**config.mk**
```make
export PLATFORM = sky130hd
export DESIGN_NAME = gg_cell
export DESIGN_NICKNAME = d
export VERILOG_FILES = /design/src/rtl/gg_cell.sv
export SDC_FILE = /design/constraint.sdc
export NUM_CORES = 1
export LEC_CHECK = 0
export ABC_AREA = 1
export CAP_MARGIN = 20
export CORE_MARGIN = 2
export CORE_UTILIZATION = 45
export CTS_CLUSTER_DIAMETER = 150
export DETAILED_ROUTE_END_ITERATION = 10
export PLACE_DENSITY = 0.69
export SLEW_MARGIN = 20
export SYNTH_ARGS = -nofsm -noshare
export SYNTH_HDL_FRONTEND = slang
export SYNTH_SLANG_ARGS = --single-unit
export TNS_END_PERCENT = 1
```
**constraint.sdc**
```tcl
create_clock -name clk -period 15.7 [get_ports clk]
set_input_delay 1.57 -clock clk [delete_from_list [all_inputs] [get_ports clk]]
set_output_delay 1.57 -clock clk [all_outputs]
set_load 0.01 [all_outputs]
```
**src/rtl/gg_cell.sv**
```systemverilog
// gg_cell: Givens-generation (vectoring-mode CORDIC) cell at the QR array diagonal.
// Holds the diagonal element, annihilates each incoming sub-diagonal sample, and
// streams the micro-rotation direction bits so rotation cells can replay them.
// Optional feature macro: GG_OVF_FLAG_EN builds a sticky overrun flag on err_o;
// without it err_o is tied low and overrun samples are silently dropped.
module gg_cell #(
  parameter int D_WIDTH    = 4,
  parameter int DATA_WIDTH = 20,
  parameter int ROWS       = 4
) (
  input  logic                         clk,
  input  logic                         rst,
  input  logic signed [DATA_WIDTH-1:0] x_i,
  input  logic                         valid_i,
  input  logic                         clr_i,
  output logic [D_WIDTH-1:0]           d_o,
  output logic                         rotates_o,
  output logic                         valid_o,
  output logic signed [DATA_WIDTH-1:0] r_o,
  output logic                         done_o,
  output logic                         busy_o,
  output logic                         err_o
);

  // Handshake: x_i is taken on a cycle with valid_i high only in EMPTY or READY.
  // There is no ready output; busy_o high (ROT/SCALE) or DONE means valid_i is
  // dropped. On the output side valid_o frames the first of the rotates_o cycles,
  // and the receiver has no way to stall the stream.

  localparam int N_ITER = 12;
  localparam int N_GRP  = N_ITER / D_WIDTH;
  localparam int CNT_W  = (N_GRP > 1) ? $clog2(N_GRP) : 1;
  localparam int SH_W   = $clog2(N_ITER);
  localparam int ROW_W  = $clog2(ROWS + 1);
  localparam logic [CNT_W-1:0] CNT_LAST = CNT_W'(N_GRP - 1);
  localparam logic [ROW_W-1:0] ROW_LAST = ROW_W'(ROWS);
  // CORDIC gain compensation, 0.6064 in Q10.10.
  localparam logic signed [DATA_WIDTH-1:0] K_Q = DATA_WIDTH'(621);

  typedef enum logic [2:0] {
    ST_EMPTY = 3'd0,
    ST_READY = 3'd1,
    ST_ROT   = 3'd2,
    ST_SCALE = 3'd3,
    ST_DONE  = 3'd4
  } state_t;

  state_t                         state_q, state_d;
  logic [CNT_W-1:0]               cnt_q, cnt_d;
  logic [ROW_W-1:0]               row_cnt_q, row_cnt_d, row_inc;
  logic signed [DATA_WIDTH-1:0]   x_ff_q, x_ff_d;
  logic signed [DATA_WIDTH-1:0]   y_ff_q, y_ff_d;
  logic [D_WIDTH-1:0]             d_q, d_d;
  logic                           rotates_q, rotates_d;
  logic                           valid_q, valid_d;
  logic                           done_q, done_d;
  logic signed [DATA_WIDTH-1:0]   r_q, r_d;

  logic signed [DATA_WIDTH-1:0]   rot_x, rot_y;
  logic [D_WIDTH-1:0]             rot_d;
  logic signed [2*DATA_WIDTH-1:0] prod;
  logic signed [DATA_WIDTH-1:0]   scaled;

  // Chain of D_WIDTH micro-rotations for the current group; the first group
  // takes the fresh sample as y, later groups continue from y_ff.
  always_comb begin : cordic_chain
    logic signed [DATA_WIDTH-1:0] xv, yv, xs, ys;
    logic [SH_W-1:0]              sh;
    xv    = x_ff_q;
    yv    = (state_q == ST_READY) ? x_i : y_ff_q;
    rot_d = '0;
    for (int k = 0; k < D_WIDTH; k++) begin
      sh       = SH_W'(int'(cnt_q) * D_WIDTH + k);
      xs       = xv >>> sh;
      ys       = yv >>> sh;
      rot_d[k] = xv[DATA_WIDTH-1] ^ yv[DATA_WIDTH-1];
      if (rot_d[k]) begin
        xv = xv - ys;
        yv = yv + xs;
      end else begin
        xv = xv + ys;
        yv = yv - xs;
      end
    end
    rot_x = xv;
    rot_y = yv;
  end

  // Gain compensation: full-width product, Q10.10 realignment, wrap to DATA_WIDTH.
  assign prod    = (2*DATA_WIDTH)'(x_ff_q) * (2*DATA_WIDTH)'(K_Q);
  assign scaled  = DATA_WIDTH'(prod >>> 10);
  assign row_inc = row_cnt_q + ROW_W'(1);

  // Next-state and datapath update; strobes default low so they pulse.
  always_comb begin
    state_d   = state_q;
    cnt_d     = cnt_q;
    row_cnt_d = row_cnt_q;
    x_ff_d    = x_ff_q;
    y_ff_d    = y_ff_q;
    d_d       = d_q;
    r_d       = r_q;
    rotates_d = 1'b0;
    valid_d   = 1'b0;
    done_d    = 1'b0;
    if (clr_i) begin
      state_d   = ST_EMPTY;
      cnt_d     = '0;
      row_cnt_d = '0;
      x_ff_d    = '0;
      y_ff_d    = '0;
      d_d       = '0;
      r_d       = '0;
    end else begin
      case (state_q)
        ST_EMPTY: begin
          if (valid_i) begin
            x_ff_d    = x_i;
            row_cnt_d = ROW_W'(1);
            state_d   = ST_READY;
          end
        end
        ST_READY, ST_ROT: begin
          if (state_q == ST_ROT || valid_i) begin
            x_ff_d    = rot_x;
            y_ff_d    = rot_y;
            d_d       = rot_d;
            rotates_d = 1'b1;
            valid_d   = (state_q == ST_READY);
            if (cnt_q == CNT_LAST) begin
              cnt_d   = '0;
              state_d = ST_SCALE;
            end else begin
              cnt_d   = cnt_q + CNT_W'(1);
              state_d = ST_ROT;
            end
          end
        end
        ST_SCALE: begin
          x_ff_d    = scaled;
          r_d       = scaled;
          y_ff_d    = '0;
          row_cnt_d = row_inc;
          if (row_inc == ROW_LAST) begin
            done_d  = 1'b1;
            state_d = ST_DONE;
          end else begin
            state_d = ST_READY;
          end
        end
        ST_DONE: begin
          state_d = ST_DONE;
        end
        default: begin
          state_d = ST_EMPTY;
        end
      endcase
    end
  end

  // State and datapath registers, cleared asynchronously by rst.
  always_ff @(posedge clk or posedge rst) begin
    if (rst) begin
      state_q   <= ST_EMPTY;
      cnt_q     <= '0;
      row_cnt_q <= '0;
      x_ff_q    <= '0;
      y_ff_q    <= '0;
      d_q       <= '0;
      rotates_q <= 1'b0;
      valid_q   <= 1'b0;
      done_q    <= 1'b0;
      r_q       <= '0;
    end else begin
      state_q   <= state_d;
      cnt_q     <= cnt_d;
      row_cnt_q <= row_cnt_d;
      x_ff_q    <= x_ff_d;
      y_ff_q    <= y_ff_d;
      d_q       <= d_d;
      rotates_q <= rotates_d;
      valid_q   <= valid_d;
      done_q    <= done_d;
      r_q       <= r_d;
    end
  end

  assign d_o       = d_q;
  assign rotates_o = rotates_q;
  assign valid_o   = valid_q;
  assign done_o    = done_q;
  assign r_o       = r_q;
  assign busy_o    = (state_q == ST_ROT) || (state_q == ST_SCALE);

`ifdef GG_OVF_FLAG_EN
  logic err_q, err_d;

  // Sticky overrun: any sample offered while the cell cannot take it.
  always_comb begin
    err_d = err_q;
    if (clr_i) begin
      err_d = 1'b0;
    end else if (valid_i && (busy_o || state_q == ST_DONE)) begin
      err_d = 1'b1;
    end
  end

  // Overrun flag register, cleared only by rst or clr_i.
  always_ff @(posedge clk or posedge rst) begin
    if (rst) begin
      err_q <= 1'b0;
    end else begin
      err_q <= err_d;
    end
  end

  assign err_o = err_q;
`else
  assign err_o = 1'b0;
`endif

endmodule

```
Yosys cells after proc, flatten, opt, wreduce, memory -nomap -nowiden
Index checks and enable logic that the tools add are counted.

cells by class
  multipliers = 1
  bitwise operators = 4
  divide/modulo/power cells = 0
  magnitude comparators = 0
  mux-type cells = 42
  reductions and logical operators = 15
  shift-type cells = 8
  $add $sub $neg = 21
  eq/ne operators = 8

operators by type and width
  cell                                                                   number
  20-bit two-way mux                                                     16
  20-bit adder                                                           8
  20-bit by 4-bit >>> shifter with 20-bit output                         8
  20-bit subtractor                                                      8
  20-bit one-hot mux with 3 select lines                                 1
  20-bit one-hot mux with 2 select lines                                 1
  20-bit by 11-bit multiplier with 30-bit output, second input constant  1
  3-bit two-way mux                                                      5
  4-bit two-way mux                                                      3
  3-bit one-hot mux with 4 select lines                                  1
  1-bit two-way mux                                                      10
  4-bit by 2-bit adder with 4-bit output, second input constant          2
  2-bit two-way mux                                                      4
  2-bit AND reduction                                                    4
  3-bit by 2-bit equality test with 1-bit output, second input constant  2
  3-bit equality test, second input constant                             2
  3-bit inequality test, second input constant                           2
  3-bit one-hot mux with 2 select lines                                  1
  2-bit nonzero test                                                     3
  3-bit nonzero test                                                     2
  4-bit by 1-bit adder with 4-bit output, second input constant          1
  4-bit nonzero test                                                     1
  1-bit bitwise XOR                                                      4
  3-bit by 1-bit adder with 3-bit output, second input constant          1
  7 further kinds                                                        8

word-level totals
  memory bits (read-only) = 0
  logic and storage cells = 109
  bits in latches = 0
  memory bits (writable) = 0
  memories kept = 0
  output and inout port bits = 29
  register bits = 75

Depth between registers and ports, before layout
  word-level depth = 17
  gate-level depth with buffers = 128
  mapped depth without buffers = 126

Worst setup path after synthesis
OpenSTA, ideal clock, no wires.

  kind = input to register
  start = input x_i[8]
  end = register x_ff_q[18]
  arrival = 14777 ps
  stages = 116
  data required time = 15569 ps
  library setup time = 131 ps
  slack = 791 ps
  path through = o21ai_1 nand2_1 o21ai_1 or2_2 nand3_1 inv_1 ha_1 nor3b_1 nand2_1 nor3_1 nand3b_1 nor3_1 nand2_1 nor2_1 o21ai_0 o21ai_0 ha_1 a21oi_1 (+80 left out) inv_1 nand2_1 inv_1 o21ai_0 nand2_1 nand3_1 nand2_1 inv_1 o21ai_0 and2_1 nor2_1 inv_1 a21oi_1 or2_2 nand3_1 nand3_1 nand2_1 o21ai_0

on the way
  cells in the longest elaborated chain, start to end = 15
  elaborated cells between the ends (all ways) = 34

RTL lines
  item                                                                                         RTL line  RTL
  from (decl)                                                                                  13        input logic signed [DATA_WIDTH-1:0] x_i,
  20-bit two-way mux *                                                                         70        yv = (state_q == ST_READY) ? x_i : y_ff_q;
  20-bit by 4-bit >>> shifter with 20-bit output, or another cell as far along                 75        ys = yv >>> sh;
  20-bit adder, or another cell as far along                                                   81        xv = xv + ys;
  20-bit two-way mux / 20-bit by 4-bit >>> shifter with 20-bit output (equally long branches)  77, 75
  20-bit adder, or another cell as far along                                                   81
  20-bit two-way mux, or another cell as far along                                             77        if (rot_d[k]) begin
  20-bit by 4-bit >>> shifter with 20-bit output / 20-bit two-way mux (equally long branches)  74, 77
  20-bit subtractor, or another cell as far along                                              82        yv = yv - xs;
  20-bit two-way mux, or another cell as far along                                             77
  20-bit by 4-bit >>> shifter with 20-bit output / 20-bit two-way mux (equally long branches)  75, 77
  20-bit adder, or another cell as far along                                                   81
  20-bit two-way mux *                                                                         77
  20-bit two-way mux *                                                                         124       if (state_q == ST_ROT || valid_i) begin
  20-bit one-hot mux with 3 select lines *                                                     115       case (state_q)
  20-bit two-way mux *                                                                         106       if (clr_i) begin
  to (signal assigned)                                                                         167       x_ff_q <= '0;
  to (signal assigned)                                                                         178       x_ff_q <= x_ff_d;
  to (decl)                                                                                    51        logic signed [DATA_WIDTH-1:0] x_ff_q, x_ff_d;

Every way passes the cells marked *; elsewhere a longest branch is shown, timed or not. The select of a mux whose other input is x is not followed.
A chain may end at the register's enable or synchronous reset.

Worst setup path in the final report
  start = input x_i[16]
  end = register x_ff_q[18]

The elaborated chain is that of the path after synthesis.

==> run metrics <==
minimum clock period 15.06 ns; met3 Use GR 0.0362; sequential element share of the synthesized area 0.0932; Post-Layout Cell Count 3946; Startpoint Class input pin; Async SR Flop Fraction 1.00; Pins Over Slew Limit 0; slowest stage delay, CP 0.50 ns; Total Routing Usage GR 0.289; row count 77; worst-margin pin slew 1.04 ns; global routing's busiest layer met2; max_cap viols 0; pre-CTS setup slack -0.301 ns; run status finished, final reports clean; Syn-to-layout area delta 19.7%; post-synthesis cell type count 65; Tcrit/Tclk final 0.959; Post-CTS Hold Fix Bufs 0; Slew headroom 0.307; slowest CP cell clkdlybuf4s50_1; Routed WL 70100 microns; family with the most delay on the worst path simple AND/OR/NAND/NOR gates; first-pass GRT wire length 107000 microns; area leader, netlist ha_1; Avg Vias per Cell 5.39; largest cells by area after synthesis ha_1 (16%), nand2_1 (14%), inv_1 (9.7%); Gate Count Post-Synth 3126; Port-buffer cells 51; Final ANT Viol Nets 0; CTS buffer count 9; number of global-route vias before repair 19701; CORE AREA 44200 sq um; Final WS setup 0.641 ns; post-route setup TNS 0 ns; Yosys warning count 0; DR pass1 iterations 6; Clock Latency Late Sink 0.35 ns; post-DR wirelength/cell 17.8 microns; Root Buffer clkbuf_16; register bit total from synthesis 75; clk slew on worst S/H paths 0.06 ns; Detailed Place HPWL 56700 microns; clock sink count 75; H-Tree Level Count 3; CP Capture Type register; Die W 216 microns; CTS tree yes; Commonest cells post-synth nand2_1 (772), inv_1 (522), ha_1 (258); Hold Fails Final Rpt 0; Most common cell on crit path nand2_1; IO Pins 53; Worst Path Required 15.90 ns; syn_nets 3490; Iter 0 DRT Violations 1737; CTS max path bufs 2; achievable frequency 66.4 MHz; share of layout cells above drive strength 1 0.190; Mapped Area 20100 sq um; area share of the largest cell type after synthesis 0.160; gp weighted congestion 1.04; DR vias 21262; most common cell in the synthesized netlist nand2_1; global-route met1 utilization 0.379; largest net degree at the start of global routing 76; Post-Place Cells 3882; EDFF count, synth 0; CP Buf/Inv Count 15; Most used DFF post-synth dfrtp_1; Die ar. 46500 sq um; Worst Path Arrival 15.26 ns; Starting Density 0.456; # diodes 0; final setup vio count 0; initial antenna violation count 1; Worst Path Max Fanout 6; GRT overflow 0; Mean Syn Cell Area 6.44 sq um; Clock Skew 0.00904 ns; number of DRC violations after detailed routing 0; met2 Track Usage GR 0.472; fin nets 3713; die height 216 microns; critical path class input pin to register; Hold Path Class register to register
## cells by family (layout without fill, tap and decap cells)
family,Yosys count,count (layout),share of synthesized area
multiplexers,2,2,0.000994
AND/OR/NAND/NOR,1312,1312,0.289
other,1,1,0.000186
adder cells (fa/ha/maj),340,340,0.242
XOR/XNOR,219,219,0.0956
buffers and inverters,639,867,0.127
AO/OA/AOI/OAI,538,538,0.152
flip-flops,75,75,0.0932
## path summary, 6_finish.rpt
path,startpoint,endpoint,slack (ns),cells past startpoint
worst max-delay path,x_i[16],x_ff_q[18],0.64,109
worst min-delay path,r_o[8],r_o[8],0.48,2
worst max register to register,cnt_q[1],x_ff_q[18],1.07,111
worst min register to register,r_o[8],r_o[8],0.48,2
max in group asynchronous,rst,cnt_q[1],13.09,3
min in group asynchronous,rst,done_o,1.86,3
## worst reg2reg max path, delay by kind of cell, from the launching register on
kind / cells / cell delay, ns
simple gates: 56 / 5.79
fa+ha+maj: 8 / 1.98
xor+xnor: 6 / 1.08
compound gates: 21 / 3.17
flops: 1 / 0.68
buf+inv: 20 / 1.79
## layout make-up
class,count,area (sq um)
sequential,75,1880
clock buffer,10,229
tap,592,741
fill,4355,20100
clock inverter,6,136
multi-input combinational,2412,16600
inverter,561,2120
timing repair buffer,290,2350
## cells in the final DEF, fill, tap and decap left out, types with 18 or more instances in the layout
| cell | n |
|---|---|
| clkdlybuf4s50_1 | 43 |
| nand2_2 | 79 |
| a21oi_1 | 161 |
| o21ai_0 | 124 |
| nand2_1 | 738 |
| fa_1 | 80 |
| o21ai_2 | 42 |
| o22ai_1 | 18 |
| nand4_1 | 22 |
| xor2_1 | 135 |
| dfrtp_1 | 73 |
| xnor2_1 | 71 |
| nor2_2 | 34 |
| o21ai_1 | 46 |
| nand3_2 | 29 |
| nor2_1 | 176 |
| buf_4 | 234 |
| nand3_1 | 131 |
| ha_1 | 245 |
| inv_2 | 40 |
| inv_1 | 509 |
| a21oi_2 | 40 |
## sequential cells by signal, summed over array words and instances, names as in the netlist
name	count
state_q	3
done_o	1
valid_o	1
row_cnt_q	3
rotates_o	1
x_ff_q	20
cnt_q	2
r_o	20
y_ff_q	20
d_o	4
## repair_timing
item | in CTS | in global routing
pin swaps | 0 | 135
gates resized for setup | 1 | 285
setup endpoints to repair | 1 | 28
gates cloned | 0 | 0
buffers inserted | 0 | 48
## routing by layer
metal  share of wire  routed length (microns)
met1            0.42                    29700
met2            0.45                    31500
met3           0.071                     4980
met4           0.056                     3950
met5         0.00017                       12
## through the flow
step                      hold slack (ns)  instance area, sq um   util
after detailed placement            0.475                 22400  0.507
final                               0.482                 24100  0.545
after global placement              0.471                 22400  0.507
after CTS                           0.490                 22800  0.515
after floorplan                     0.452                 20100      -
after global routing                0.521                 24100  0.545
Power is left out: the tool's default activity adds up to more than one toggle a clock period on the data nets, which glitch-free logic cannot reach.
